<file path="config.mk">
export PLATFORM = sky130hd
export DESIGN_NAME = sensor_level_filter_flat
export DESIGN_NICKNAME = d
export VERILOG_FILES = /design/src/rtl/level_meter_pkg.sv /design/src/rtl/sensor_level_filter_if.sv /design/src/rtl/sensor_level_filter_bit_sync.sv /design/src/rtl/sensor_level_filter.sv /design/src/flat_wrapper.sv
export SDC_FILE = /design/constraint.sdc
export NUM_CORES = 1
export LEC_CHECK = 0
export ABC_AREA = 1
export CORE_UTILIZATION = 32
export CTS_CLUSTER_DIAMETER = 40
export CTS_CLUSTER_SIZE = 10
export DETAILED_ROUTE_END_ITERATION = 16
export PLACE_DENSITY = 0.52
export SYNTH_ARGS = -nofsm -noshare
export SYNTH_HDL_FRONTEND = slang
export SYNTH_HIERARCHICAL = 1
export SYNTH_SLANG_ARGS = --single-unit
</file>
<file path="constraint.sdc">
create_clock -name clk_100MHz -period 4.1 [get_ports clk_100MHz]
set_clock_uncertainty 0.2 [all_clocks]
set_input_delay 0.615 -clock clk_100MHz [delete_from_list [all_inputs] [get_ports clk_100MHz]]
set_output_delay 0.615 -clock clk_100MHz [all_outputs]
set_load 0.01 [all_outputs]
</file>
<file path="src/rtl/level_meter_pkg.sv">
// Shared level-meter definitions: probe/level widths, the debounce FSM state
// type and the probe-vector decoding helpers used by this stage and the threshold stage.
package level_meter_pkg;

    localparam int N_SENSORS = 8;
    localparam int LEVEL_W   = 4;

    typedef enum logic [1:0] {
        IDLE,
        SETTLING,
        COMMIT
    } state_e;

    // Number of consecutive wetted probes counted upward from bit 0.
    function automatic logic [LEVEL_W-1:0] trailing_ones(input logic [N_SENSORS-1:0] vec);
        logic [LEVEL_W-1:0] n;
        logic               run;
        n   = '0;
        run = 1'b1;
        for (int i = 0; i < N_SENSORS; i++) begin
            if (run && vec[i]) begin
                n = n + LEVEL_W'(1);
            end else begin
                run = 1'b0;
            end
        end
        return n;
    endfunction

    // A thermometer code is 2**k-1, so adding one clears every set bit.
    function automatic logic is_thermo(input logic [N_SENSORS-1:0] vec);
        logic [N_SENSORS:0] v;
        v = {1'b0, vec};
        return (v & (v + (N_SENSORS + 1)'(1))) == '0;
    endfunction

endpackage

</file>
<file path="src/rtl/sensor_level_filter_if.sv">
// Probe inputs and settled-level outputs of the level filter, bundled for
// the filter (master) and its threshold/display consumer (slave).
interface sensor_level_filter_if;

    logic [level_meter_pkg::N_SENSORS-1:0] sensors_input;
    logic [level_meter_pkg::N_SENSORS-1:0] stable_bits;
    logic [level_meter_pkg::LEVEL_W-1:0]   level;
    logic                                  level_valid;
    logic                                  sensor_fault;

    modport master (
        input  sensors_input,
        output stable_bits,
        output level,
        output level_valid,
        output sensor_fault
    );

    modport slave (
        output sensors_input,
        input  stable_bits,
        input  level,
        input  level_valid,
        input  sensor_fault
    );

endinterface

</file>
<file path="src/rtl/sensor_level_filter_bit_sync.sv">
// Two-flop synchroniser for a vector of independent asynchronous lines.
module bit_sync_2ff #(
    parameter int WIDTH = 8
) (
    input  logic             clk,
    input  logic             rst_n,
    input  logic [WIDTH-1:0] d_in,
    output logic [WIDTH-1:0] d_out
);

    logic [WIDTH-1:0] sync1_q;
    logic [WIDTH-1:0] sync2_q;

    always_ff @(posedge clk or negedge rst_n) begin
        if (!rst_n) begin
            sync1_q <= '0;
            sync2_q <= '0;
        end else begin
            sync1_q <= d_in;
            sync2_q <= sync1_q;
        end
    end

    assign d_out = sync2_q;

endmodule

</file>
<file path="src/rtl/sensor_level_filter.sv">
// Liquid-level probe conditioner: synchronise, debounce the whole probe vector,
// then publish the settled level, a change strobe and a non-thermometer fault flag.
module sensor_level_filter
    import level_meter_pkg::*;
#(
    parameter int STABLE_CYCLES = 500_000
) (
    input  logic                  clk_100MHz,
    input  logic                  reset_n,
    sensor_level_filter_if.master bus
);

    localparam int CNT_W = (STABLE_CYCLES > 1) ? $clog2(STABLE_CYCLES) : 1;
    localparam logic [CNT_W-1:0] CNT_MAX = CNT_W'(STABLE_CYCLES - 1);

    if (STABLE_CYCLES < 1) begin : g_bad_stable_cycles
        $error("sensor_level_filter: STABLE_CYCLES must be at least 1");
    end
    if ((2 ** LEVEL_W) <= N_SENSORS) begin : g_bad_level_w
        $error("sensor_level_filter: LEVEL_W too narrow for N_SENSORS");
    end

    logic [N_SENSORS-1:0] s_vec;

    state_e               state_q,        state_d;
    logic [N_SENSORS-1:0] candidate_q,    candidate_d;
    logic [CNT_W-1:0]     cnt_q,          cnt_d;
    logic [N_SENSORS-1:0] stable_bits_q,  stable_bits_d;
    logic [LEVEL_W-1:0]   level_q,        level_d;
    logic                 level_valid_q,  level_valid_d;
    logic                 sensor_fault_q, sensor_fault_d;

    bit_sync_2ff #(
        .WIDTH (N_SENSORS)
    ) u_sync (
        .clk   (clk_100MHz),
        .rst_n (reset_n),
        .d_in  (bus.sensors_input),
        .d_out (s_vec)
    );

    // Any difference from the candidate restarts the count, so only a vector held
    // for STABLE_CYCLES consecutive clocks reaches COMMIT.
    always_comb begin
        state_d        = state_q;
        candidate_d    = candidate_q;
        cnt_d          = cnt_q;
        stable_bits_d  = stable_bits_q;
        level_d        = level_q;
        sensor_fault_d = sensor_fault_q;
        level_valid_d  = 1'b0;
        case (state_q)
            IDLE: begin
                if (s_vec != stable_bits_q) begin
                    candidate_d = s_vec;
                    cnt_d       = '0;
                    state_d     = SETTLING;
                end
            end
            SETTLING: begin
                if (s_vec != candidate_q) begin
                    candidate_d = s_vec;
                    cnt_d       = '0;
                end else if (cnt_q == CNT_MAX) begin
                    state_d = COMMIT;
                end else begin
                    cnt_d = cnt_q + CNT_W'(1);
                end
            end
            COMMIT: begin
                stable_bits_d  = candidate_q;
                level_d        = trailing_ones(candidate_q);
                sensor_fault_d = !is_thermo(candidate_q);
                level_valid_d  = (candidate_q != stable_bits_q);
                state_d        = IDLE;
            end
            default: state_d = IDLE;
        endcase
    end

    always_ff @(posedge clk_100MHz or negedge reset_n) begin
        if (!reset_n) begin
            state_q        <= IDLE;
            candidate_q    <= '0;
            cnt_q          <= '0;
            stable_bits_q  <= '0;
            level_q        <= '0;
            level_valid_q  <= 1'b0;
            sensor_fault_q <= 1'b0;
        end else begin
            state_q        <= state_d;
            candidate_q    <= candidate_d;
            cnt_q          <= cnt_d;
            stable_bits_q  <= stable_bits_d;
            level_q        <= level_d;
            level_valid_q  <= level_valid_d;
            sensor_fault_q <= sensor_fault_d;
        end
    end

    assign bus.stable_bits  = stable_bits_q;
    assign bus.level        = level_q;
    assign bus.level_valid  = level_valid_q;
    assign bus.sensor_fault = sensor_fault_q;

endmodule
</file>
<file path="src/flat_wrapper.sv">
// flat-port wrapper written by rule: the top's interface ports become plain ports
module sensor_level_filter_flat import level_meter_pkg::*;
#(
    parameter int STABLE_CYCLES = 500_000
)
  (clk_100MHz, reset_n, bus_sensors_input, bus_stable_bits, bus_level, bus_level_valid, bus_sensor_fault);
  sensor_level_filter_if bus_i ();
  input  logic clk_100MHz;
  input  logic reset_n;
  input wire logic [$bits(bus_i.sensors_input)-1:0] bus_sensors_input;
  output wire logic [$bits(bus_i.stable_bits)-1:0] bus_stable_bits;
  output wire logic [$bits(bus_i.level)-1:0] bus_level;
  output wire logic [$bits(bus_i.level_valid)-1:0] bus_level_valid;
  output wire logic [$bits(bus_i.sensor_fault)-1:0] bus_sensor_fault;
  assign bus_i.sensors_input = bus_sensors_input;
  assign bus_stable_bits = bus_i.stable_bits;
  assign bus_level = bus_i.level;
  assign bus_level_valid = bus_i.level_valid;
  assign bus_sensor_fault = bus_i.sensor_fault;
  sensor_level_filter #(.STABLE_CYCLES(STABLE_CYCLES)) u_core (.clk_100MHz(clk_100MHz), .reset_n(reset_n), .bus(bus_i));
endmodule
</file>
Yosys cells after proc, flatten, opt, wreduce, memory -nomap -nowiden:

Index checks and enable logic that the tools add are counted.

* add/sub/neg operators: 9
* equal/unequal tests: 11
* multiplexer cells: 41
* bitwise logic cells: 1
* reduce and logical (&&, ||, !) cells: 14

Operators by type and width (number)
* two-way mux 19 bit: 3
* two-way mux 4 bit: 14
* case mux 19 bit (2 select lines): 1
* adder 4 x 1 -> 4 bit, second input constant: 7
* inequality test 8 bit: 3
* adder 19 x 1 -> 19 bit, second input constant: 1
* == test 19 bit, second input constant: 1
* two-way mux 1 bit: 16
* two-way mux 8 bit: 2
* case mux 8 bit (2 select lines): 1
* adder 8 x 1 -> 9 bit, second input constant: 1
* bitwise AND 8 x 9 -> 9 bit: 1
* logical NOT 9 bit: 1
* AND reduction 3 bit: 3
* logical AND 1 bit: 7
* two-way mux 2 bit: 3
* inequality test 2 x 1 -> 1 bit, second input constant: 3
* case mux 2 bit (2 select lines): 1
* inequality test 3 x 2 -> 1 bit, second input constant: 1
* == test 2 x 1 -> 1 bit, second input constant: 1
* == test 2 bit, second input constant: 1
* logical NOT 2 bit: 1
* inequality test 2 bit, second input constant: 1
* nonzero test 2 bit: 1
* logical NOT 1 bit: 1

* bits in registers: 59
* input bits: 10
* output and inout bits: 14
* logic and storage cells: 85

Longest topological paths before layout:

Gate-level depths: netlist (run 1).

* depth after elaboration: 22
* depth in mapped cells: 18

Hierarchy:

Netlist (run 1), hierarchy kept.

By module, submodules not included
* sensor_level_filter: times used 1, cells each 380, area each 2842.7 sq um, sequential area each 1076.0 sq um
* bit_sync_2ff: times used 1, cells each 16, area each 400.4 sq um, sequential area each 400.4 sq um

Worst setup path before layout (run 1):

Ideal clock, no wire load.

* kind: reg2reg
* from: register u_core.candidate_q[1]
* to: register u_core.level_q[1] (netlist: u_core/bus.level[1])
* library setup time: 120 ps
* arrival time: 2589 ps
* required time: 3780 ps
* path slack: 1190 ps
* stages on the path, launching flop included: 17
* period minus slack after synthesis: 2910 ps
* path through: dfrtp_1 buf_6 nand2_1 inv_1 ha_1 o21ai_1 inv_1 ha_1 o21ai_1 ha_1 o21ai_0 inv_1 ha_1 nor2_1 nor2_1 o21ai_1 nand2_1

* word-level cells in the longest chain between the ends: 20

Ends and longest elaborated chain
* from (decl): RTL line sensor_level_filter.sv:26 `logic [N_SENSORS-1:0] candidate_q, candidate_d;`
* from (signal assigned): RTL line sensor_level_filter.sv:92 `candidate_q <= candidate_d;`
* logical AND 1 bit (*): RTL line level_meter_pkg.sv:21 `if (run && vec[i]) begin`
* two-way mux 4 bit or two-way mux 1 bit (tied branches): RTL line level_meter_pkg.sv:21
* two-way mux 4 bit or two-way mux 1 bit (tied branches): RTL line sensor_level_filter.sv:52 `case (state_q)`
* adder 4 x 1 -> 4 bit or logical AND 1 bit (tied branches): RTL line level_meter_pkg.sv:22, level_meter_pkg.sv:21
* two-way mux 4 bit or two-way mux 1 bit (tied branches): RTL line level_meter_pkg.sv:21
* two-way mux 4 bit or two-way mux 1 bit (tied branches): RTL line sensor_level_filter.sv:52
* adder 4 x 1 -> 4 bit or logical AND 1 bit (tied branches): RTL line level_meter_pkg.sv:22, level_meter_pkg.sv:21
* two-way mux 4 bit or two-way mux 1 bit (tied branches): RTL line level_meter_pkg.sv:21
* [... 4 more ...]
* adder 4 x 1 -> 4 bit or logical AND 1 bit (tied branches): RTL line level_meter_pkg.sv:22, level_meter_pkg.sv:21
* two-way mux 4 bit or two-way mux 1 bit (tied branches): RTL line level_meter_pkg.sv:21
* two-way mux 4 bit or two-way mux 1 bit (tied branches): RTL line sensor_level_filter.sv:52
* adder 4 x 1 -> 4 bit or logical AND 1 bit (tied branches): RTL line level_meter_pkg.sv:22, level_meter_pkg.sv:21
* two-way mux 4 bit or two-way mux 1 bit (tied branches): RTL line level_meter_pkg.sv:21
* two-way mux 4 bit or two-way mux 1 bit (tied branches): RTL line sensor_level_filter.sv:52
* adder 4 x 1 -> 4 bit or logical AND 1 bit (tied branches): RTL line level_meter_pkg.sv:22, level_meter_pkg.sv:21
* two-way mux 4 bit (*): RTL line level_meter_pkg.sv:21
* to (signal assigned): RTL line sensor_level_filter.sv:95 `level_q <= level_d;`
* to (decl): RTL line sensor_level_filter.sv:29 `logic [LEVEL_W-1:0] level_q, level_d;`

Mark *: on every way between the ends. The rest lies on a longest branch, timed or not. The select of a mux whose other input is x is not followed.
A chain may end at the register's enable or synchronous reset.

Worst setup path after layout (run 1):

Same ends and word-level chain as after synthesis.

==> impl_metrics.py, run 1 <==
metrics = {
    "run_status": {
        "status": "finished clean",
    },
    "drt": {
        "viasPerCell": 4.62,
        "post_detailed_route_wirelength_per_cell_um": 12.8,
        "drtAntennaViolNets": 0,
        "drt_drc_violations_left": 0,
        "wl_um": 7140,
        "drt_pass1_iterations": 4,
        "initialDrtViolationCount": 97,
        "num_vias": 2566,
    },
    "setup_path": {
        "regToRegStartpoint": "u_core/candidate_q[1]$_DFFE_PN0P_",
        "r2r-end": "u_core/bus.level[1]$_DFFE_PN0P_",
        "worstPathArrival_ps": 3190,
        "worst-path-buf-inv": 3,
        "critPathMaxFanout": 6,
        "end_kind": "register",
        "timing_worst_setup_path_type": "register to register",
        "worst-r2r-setup-slack_ps": 930,
        "r2r_cells": 15,
        "cp_common_cell": "sky130_fd_sc_hd__ha_1",
        "crit_path_max_incr_delay_ps": 490,
        "cp_top_family": "adder cells",
        "crit_path_cell_trace": "nand2_1 -> inv_1 -> ha_1 -> o21ai_1 -> inv_1 -> ha_1 -> o21ai_1 -> ha_1 -> o21ai_0 -> inv_1 -> ha_1 -> nor2_1 -> nor2_1 -> o21ai_1 -> nand2_1",
        "critPathLaunch": "u_core/candidate_q[1]$_DFFE_PN0P_",
        "worst-path-stages": 15,
        "startpoint_type": "register",
        "required_ps": 4120,
        "worst_setup_path_endpoint": "u_core/bus.level[1]$_DFFE_PN0P_",
        "slowest_stage": "sky130_fd_sc_hd__dfrtp_1",
    },
    "timing": {
        "setup_viol_count_final": 0,
        "worst_slew_pin_slew_ps": 643,
        "hold_viol": 0,
        "grt_setup_unrepaired": "no",
        "maxSlewHeadroom_pct": 57.1,
        "timing.final.max_slew_violations": 0,
        "timing.fmax_mhz": 315,
        "post-route-min-period_ps": 3170,
        "min_period_over_period_pct": 77.3,
        "fin_setup_tns_ps": 0,
    },
    "synthesis": {
        "ys_warn_count": 6,
        "post_synth_edffs": 0,
        "dominant_combinational_cell_family_by_area_after_synthesis": "simple AND/OR/NAND/NOR gates",
        "ys_ff_latch": 59,
        "synth.distinct_cells": 28,
        "ys_async_sr_fraction_pct": 100,
        "synthXorXnorAreaFrac_pct": 10.2,
        "synth_seq_area_share_pct": 45.5,
        "post_synth_and_or_nand_nor_area_fraction_pct": 26.1,
        "synth_adder_area_share_pct": 1.93,
        "synth_mux_area_share_pct": 0,
        "synth_cells": 396,
        "ys_dominant_reg_cell": "sky130_fd_sc_hd__dfrtp_1",
        "synthesized_area_divided_by_synthesized_cell_count_um2": 8.19,
        "netlist_area_um2": 3240,
        "synthesized_area_fraction_occupied_by_ao_oa_aoi_and_oai_cells_pct": 7.99,
        "synth_nets": 411,
    },
    "global_routing": {
        "global_route_wire_length_before_repair_um": 12300,
        "grt_pass1_vias": 2512,
        "remaining_global_route_overflow": 0,
        "antenna_violations_before_repair": 0,
        "grt_usage_pct": 15.5,
        "largest_net_degree_at_the_start_of_global_routing": 36,
    },
    "placed_design": {
        "post_dp_cell_area_um2": 3550,
        "dp.cells": 541,
        "gp_routability_congestion": 0.877,
        "port_buffers": 23,
        "place_hpwl_um": 5290,
    },
    "cells_and_area": {
        "final_std_cells_w_o_fill": 556,
        "final_cell_area_um2": 3710,
        "syn_to_final_growth_pct": 14.5,
        "antenna_cells": 0,
        "layout_cells_sized_above_1_pct": 7.80,
        "filler_cell_count": 1071,
        "nets": 434,
    },
    "cts": {
        "ctsHtreeMaxLevel": 3,
        "clock_tree_from_tritoncts": "done",
        "cts-buffers-inserted": 9,
        "cts_num_sinks": 59,
        "clkSlewWorstSetupHoldPaths_ps": 60,
        "post_cts.resized_instances": 0,
        "root_buffer": "sky130_fd_sc_hd__clkbuf_8",
        "ctsLongestPathBuffers": 2,
        "clock_latency_ps": 340,
        "post-cts-setup-buffer-count": 0,
        "holdBufCountCts": 0,
    },
    "floorplanning": {
        "number_of_cell_rows": 36,
        "die_x_um": 103,
        "core_area_um2": 9820,
        "die_y_um": 103,
        "boundaryPins": 24,
        "initial_core_util_pct": 33.0,
        "die-area_um2": 10500,
    },
    "power": {
        "pwr_density_cell_nw_per_um2": 302,
        "leakage_nw": 1.69,
        "irDropWorstVdd_mv": 0.176,
    },
    "worst_hold_path": {
        "min_path_type": "input pin to asynchronous set/reset pin",
    },
    "flow_run": {
        "timing.max_cap.violations": 0,
    },
}
-- routing by layer --
layer / wire length (um) / share of wire [%] / GRT usage, % / up-vias
met2: 3220 / 45 / 23.2 / 49
li1: - / - / - / 1315
met1: 3530 / 49 / 21.1 / 1197
met5: 0 / 0 / 0 / -
met3: 326 / 4.6 / 4.47 / 5
met4: 70 / 0.98 / 6.15 / 0
-- where the power goes --
| group | internal (mW) | switching, mW | leakage (nW) |
|---|---|---|---|
| sequential | 0.595 | 0.0154 | 0.764 |
| combinational | 0.0289 | 0.0399 | 0.836 |
| clock | 0.229 | 0.213 | 0.0860 |
-- synth_stat cells (all sizes together) (7+ instances only) --
| master | n | area, um^2 |
|---|---|---|
| dfrtp | 59 | 1480 |
| o21ai | 39 | 218 |
| nand2 | 104 | 420 |
| inv | 46 | 178 |
| nor3 | 9 | 45.0 |
| xnor2 | 16 | 155 |
| nand4 | 14 | 87.6 |
| xor2 | 20 | 175 |
| nand3 | 26 | 130 |
| nor2 | 34 | 133 |
| buf | 7 | 71.3 |
-- worst min path at each step --
stage | cells past startpoint | startpoint | end
after floorplan | 0 | reset_n | u_core/bus.level[0]$_DFFE_PN0P_
after global placement | 0 | u_core/u_sync/sync1_q[1]$_DFF_PN0_ | u_core/u_sync/d_out[1]$_DFF_PN0_
after detailed placement | 0 | u_core/u_sync/sync1_q[1]$_DFF_PN0_ | u_core/u_sync/d_out[1]$_DFF_PN0_
after CTS | 1 | reset_n | u_core/state_q[0]$_DFFE_PN0P_
after global routing | 1 | reset_n | u_core/u_sync/d_out[6]$_DFF_PN0_
final | 1 | reset_n | u_core/bus.stable_bits[6]$_DFFE_PN0P_
-- worst reg2reg max path: cells and delay by family, from the launching register on --
kind            cells  cell delay [ps]
simple gates        4              340
flops               1              490
compound gates      4              630
buf+inv             3              300
fa+ha+maj           4             1100
-- state kept, by name (all words and copies together), names as in the netlist --
signal / flops
u_core/cnt_q: 19
u_core/bus.stable_bits: 8
u_core/candidate_q: 8
u_core/u_sync/d_out: 8
u_core/u_sync/sync1_q: 8
u_core/bus.level: 4
u_core/state_q: 2
u_core/bus.level_valid: 1
u_core/bus.sensor_fault: 1
-- kinds of logic (layout without fill, tap and decap cells) --
kind of cell,count (synthesis),in the layout
fa+ha+maj,5,5
xor+xnor,36,36
simple gates,192,192
buf+inv,58,85
flops,59,59
compound gates,46,46
-- cells in the final DEF, fill, tap and decap left out, types with 10 or more instances in the layout --
| cell type | netlist | final |
|---|---|---|
| sky130_fd_sc_hd__clkbuf_8 | 0 | 10 |
| sky130_fd_sc_hd__clkdlybuf4s50_1 | 0 | 22 |
| sky130_fd_sc_hd__dfrtp_1 | 59 | 59 |
| sky130_fd_sc_hd__inv_1 | 42 | 42 |
| sky130_fd_sc_hd__nand2_1 | 100 | 100 |
| sky130_fd_sc_hd__nand3_1 | 26 | 26 |
| sky130_fd_sc_hd__nand4_1 | 14 | 14 |
| sky130_fd_sc_hd__nor2_1 | 32 | 32 |
| sky130_fd_sc_hd__o21ai_0 | 24 | 24 |
| sky130_fd_sc_hd__xnor2_1 | 14 | 14 |
| sky130_fd_sc_hd__xor2_1 | 20 | 20 |
-- stage by stage --
stage / hold WS, ps / total power [mW] / util, % / setup WS [ps]
final: 67.8 / 1.12 / 37.8 / 929
after global routing: 108 / 1.18 / 37.8 / 605
after CTS: 83.1 / 1.15 / 37.8 / 918
after detailed placement: 135 / 0.691 / 36.2 / 964
after global placement: 133 / 0.689 / 36.2 / 1010
after floorplan: 119 / 0.662 / - / 1190
-- final cells by class --
| class | instances | area, um^2 | area share (%) |
|---|---|---|---|
| clock inverter | 3 | 15.0 | 0.404 |
| tap | 133 | 166 | 4.48 |
| sequential | 59 | 1480 | 39.8 |
| multi-input combinational | 279 | 1500 | 40.4 |
| timing repair buffer | 24 | 233 | 6.27 |
| clock buffer | 12 | 145 | 3.91 |
| inverter | 46 | 178 | 4.79 |
No activity file was read; power rests on OpenSTA's default activity.
==> run 2, diff against run 1 <==
Clock period 4.1 ns to 3.05 ns, I/O delays scaled along.
==> run 2 against run 1 <==
  * Sequential power up 34%
  * Non-clock buffer count up 10
  * Via count is 0.27% higher
  * First-iteration DRC count is 3.1% lower
  * Global-route usage grew 0.49 points
  * Maximum frequency rose by 9.9%
  * Flip-flop and latch count did not move
  * Largest cell class unchanged
==> impl_metrics.py, run 2 (same netlist as run 1, synthesis figures left out) <==
metrics = {
    "run_status": {
        "status": "finished clean",
    },
    "global_routing": {
        "grt_pass1_vias": 2609,
        "antenna_violations_before_repair": 0,
        "largest_net_degree_at_the_start_of_global_routing": 60,
        "global_route_wire_length_before_repair_um": 12800,
        "remaining_global_route_overflow": 0,
        "grt_usage_pct": 16.0,
    },
    "floorplanning": {
        "die-area_um2": 10500,
        "boundaryPins": 24,
        "die_y_um": 103,
        "core_area_um2": 9820,
        "die_x_um": 103,
        "number_of_cell_rows": 36,
        "initial_core_util_pct": 33.0,
    },
    "placed_design": {
        "place_hpwl_um": 5220,
        "place_worst_setup_slack_ps": 33.2,
        "dp.cells": 550,
        "gp_routability_congestion": 0.925,
        "port_buffers": 23,
    },
    "timing": {
        "fin_setup_tns_ps": 0,
        "timing.final.ws_setup_ps": 163,
        "worst_slew_pin_slew_ps": 753,
        "timing.final.max_slew_violations": 0,
        "min_period_over_period_pct": 94.6,
        "post-route-min-period_ps": 2890,
        "setup_viol_count_final": 0,
        "maxSlewHeadroom_pct": 49.8,
        "timing.fmax_mhz": 346,
        "hold_viol": 0,
    },
    "setup_path": {
        "worstPathArrival_ps": 2920,
        "r2r-end": "u_core/bus.level[1]$_DFFE_PN0P_",
        "end_kind": "register",
        "r2r_cells": 14,
        "startpoint_type": "register",
        "required_ps": 3080,
        "timing_worst_setup_path_type": "register to register",
        "cp_top_family": "adder cells",
        "slowest_stage": "sky130_fd_sc_hd__dfrtp_2",
        "worst-r2r-setup-slack_ps": 160,
        "regToRegStartpoint": "u_core/candidate_q[1]$_DFFE_PN0P_",
        "worst-path-buf-inv": 2,
        "critPathMaxFanout": 3,
        "crit_path_cell_trace": "a21oi_4 -> ha_4 -> o21ai_2 -> inv_1 -> ha_1 -> o21ai_2 -> ha_4 -> o21ai_1 -> inv_1 -> ha_1 -> nor2_1 -> nor2_1 -> o21ai_1 -> nand2_1",
        "crit_path_max_incr_delay_ps": 440,
    },
    "drt": {
        "viasPerCell": 4.54,
        "initialDrtViolationCount": 94,
        "wl_um": 7470,
        "num_vias": 2573,
        "drt_drc_violations_left": 0,
        "post_detailed_route_wirelength_per_cell_um": 13.2,
        "drtAntennaViolNets": 0,
        "drt_pass1_iterations": 5,
    },
    "cells_and_area": {
        "final_cell_mix": "sky130_fd_sc_hd__nand2_1, sky130_fd_sc_hd__dfrtp_1, sky130_fd_sc_hd__inv_1, sky130_fd_sc_hd__nor2_1, sky130_fd_sc_hd__nand3_1",
        "nets": 444,
        "utilization_pct": 39.7,
        "largest_reg_flops": 19,
        "layout_cells_sized_above_1_pct": 12.4,
        "syn_to_final_growth_pct": 20.3,
        "regMostFlops": "u_core/cnt_q",
        "final_std_cells_w_o_fill": 567,
        "commonest_non_fill_non_tap_cell_in_the_layout": "sky130_fd_sc_hd__nand2_1",
        "antenna_cells": 0,
    },
    "power": {
        "leakage_nw": 1.77,
        "irDropWorstVdd_mv": 0.258,
        "pwr_density_cell_nw_per_um2": 450,
        "power.total_mw": 1.75,
    },
    "flow_run": {
        "timing.max_cap.violations": 0,
    },
    "cts": {
        "clkSlewWorstSetupHoldPaths_ps": 70,
        "clock_tree_from_tritoncts": "done",
        "cts-buffers-inserted": 9,
        "ctsHtreeMaxLevel": 3,
        "holdBufCountCts": 0,
        "clock_latency_ps": 340,
        "root_buffer": "sky130_fd_sc_hd__clkbuf_8",
        "cts_num_sinks": 59,
        "ctsLongestPathBuffers": 2,
    },
    "worst_hold_path": {
        "min_path_type": "input pin to asynchronous set/reset pin",
    },
}
run 2: changes by cell type in the layout (fill, tap and decap cells not counted), sizes merged:
cell / delta
bufinv: +2
buf: +10
clkbuf: -1
run 2: what timing repair did:
action / CTS / global route
gates resized for setup: 0 / 10
setup buffers: 0 / 1
setup endpoints to repair: 0 / 3
run 2: layout make-up:
type	instances	area, um^2
clock buffers	11	151
repair buffers	34	308
multi-input cells	279	1550
clock inverters	5	75.1
flip-flops and latches	59	1480
well taps	133	166
inverters	46	178
fillers	1039	5920
run 2: power breakdown:
| part | total (mW) | switching (mW) | internal [mW] |
|---|---|---|---|
| registers | 0.816 | 0.0161 | 0.799 |
| clock network | 0.818 | 0.318 | 0.500 |
| logic | 0.120 | 0.0671 | 0.0528 |
run 2: metal layers:
metal | up-vias | track usage, % | wire, um | share of wire, %
li1 | 1332 | - | - | -
met1 | 1191 | 21.6 | 3680 | 49
met2 | 45 | 24.9 | 3390 | 45
met3 | 5 | 4.47 | 321 | 4.3
met4 | 0 | 4.95 | 78 | 1.0
met5 | - | 0 | 0 | 0
run 2: worst max path at each step:
stage                                           start                         endpoint  slack (ps)  cells past startpoint
floorplan           u_core/candidate_q[1]$_DFFE_PN0P_  u_core/bus.level[1]$_DFFE_PN0P_         140                     16
global placement    u_core/candidate_q[0]$_DFFE_PN0P_  u_core/bus.level[1]$_DFFE_PN0P_         130                     15
detailed placement  u_core/candidate_q[0]$_DFFE_PN0P_  u_core/bus.level[1]$_DFFE_PN0P_          30                     15
CTS                 u_core/candidate_q[0]$_DFFE_PN0P_  u_core/bus.level[1]$_DFFE_PN0P_           2                     15
global route        u_core/candidate_q[1]$_DFFE_PN0P_  u_core/bus.level[1]$_DFFE_PN0P_         -50                     15
finish              u_core/candidate_q[1]$_DFFE_PN0P_  u_core/bus.level[1]$_DFFE_PN0P_         160                     14
run 2: per-stage QoR:
| step | hold WS [ps] | area (um^2) |
|---|---|---|
| floorplan | -38.1 | 3240 |
| global placement | 133 | 3620 |
| detailed placement | 135 | 3620 |
| CTS | 77.3 | 3850 |
| global route | 127 | 3900 |
| finish | 58.1 | 3900 |
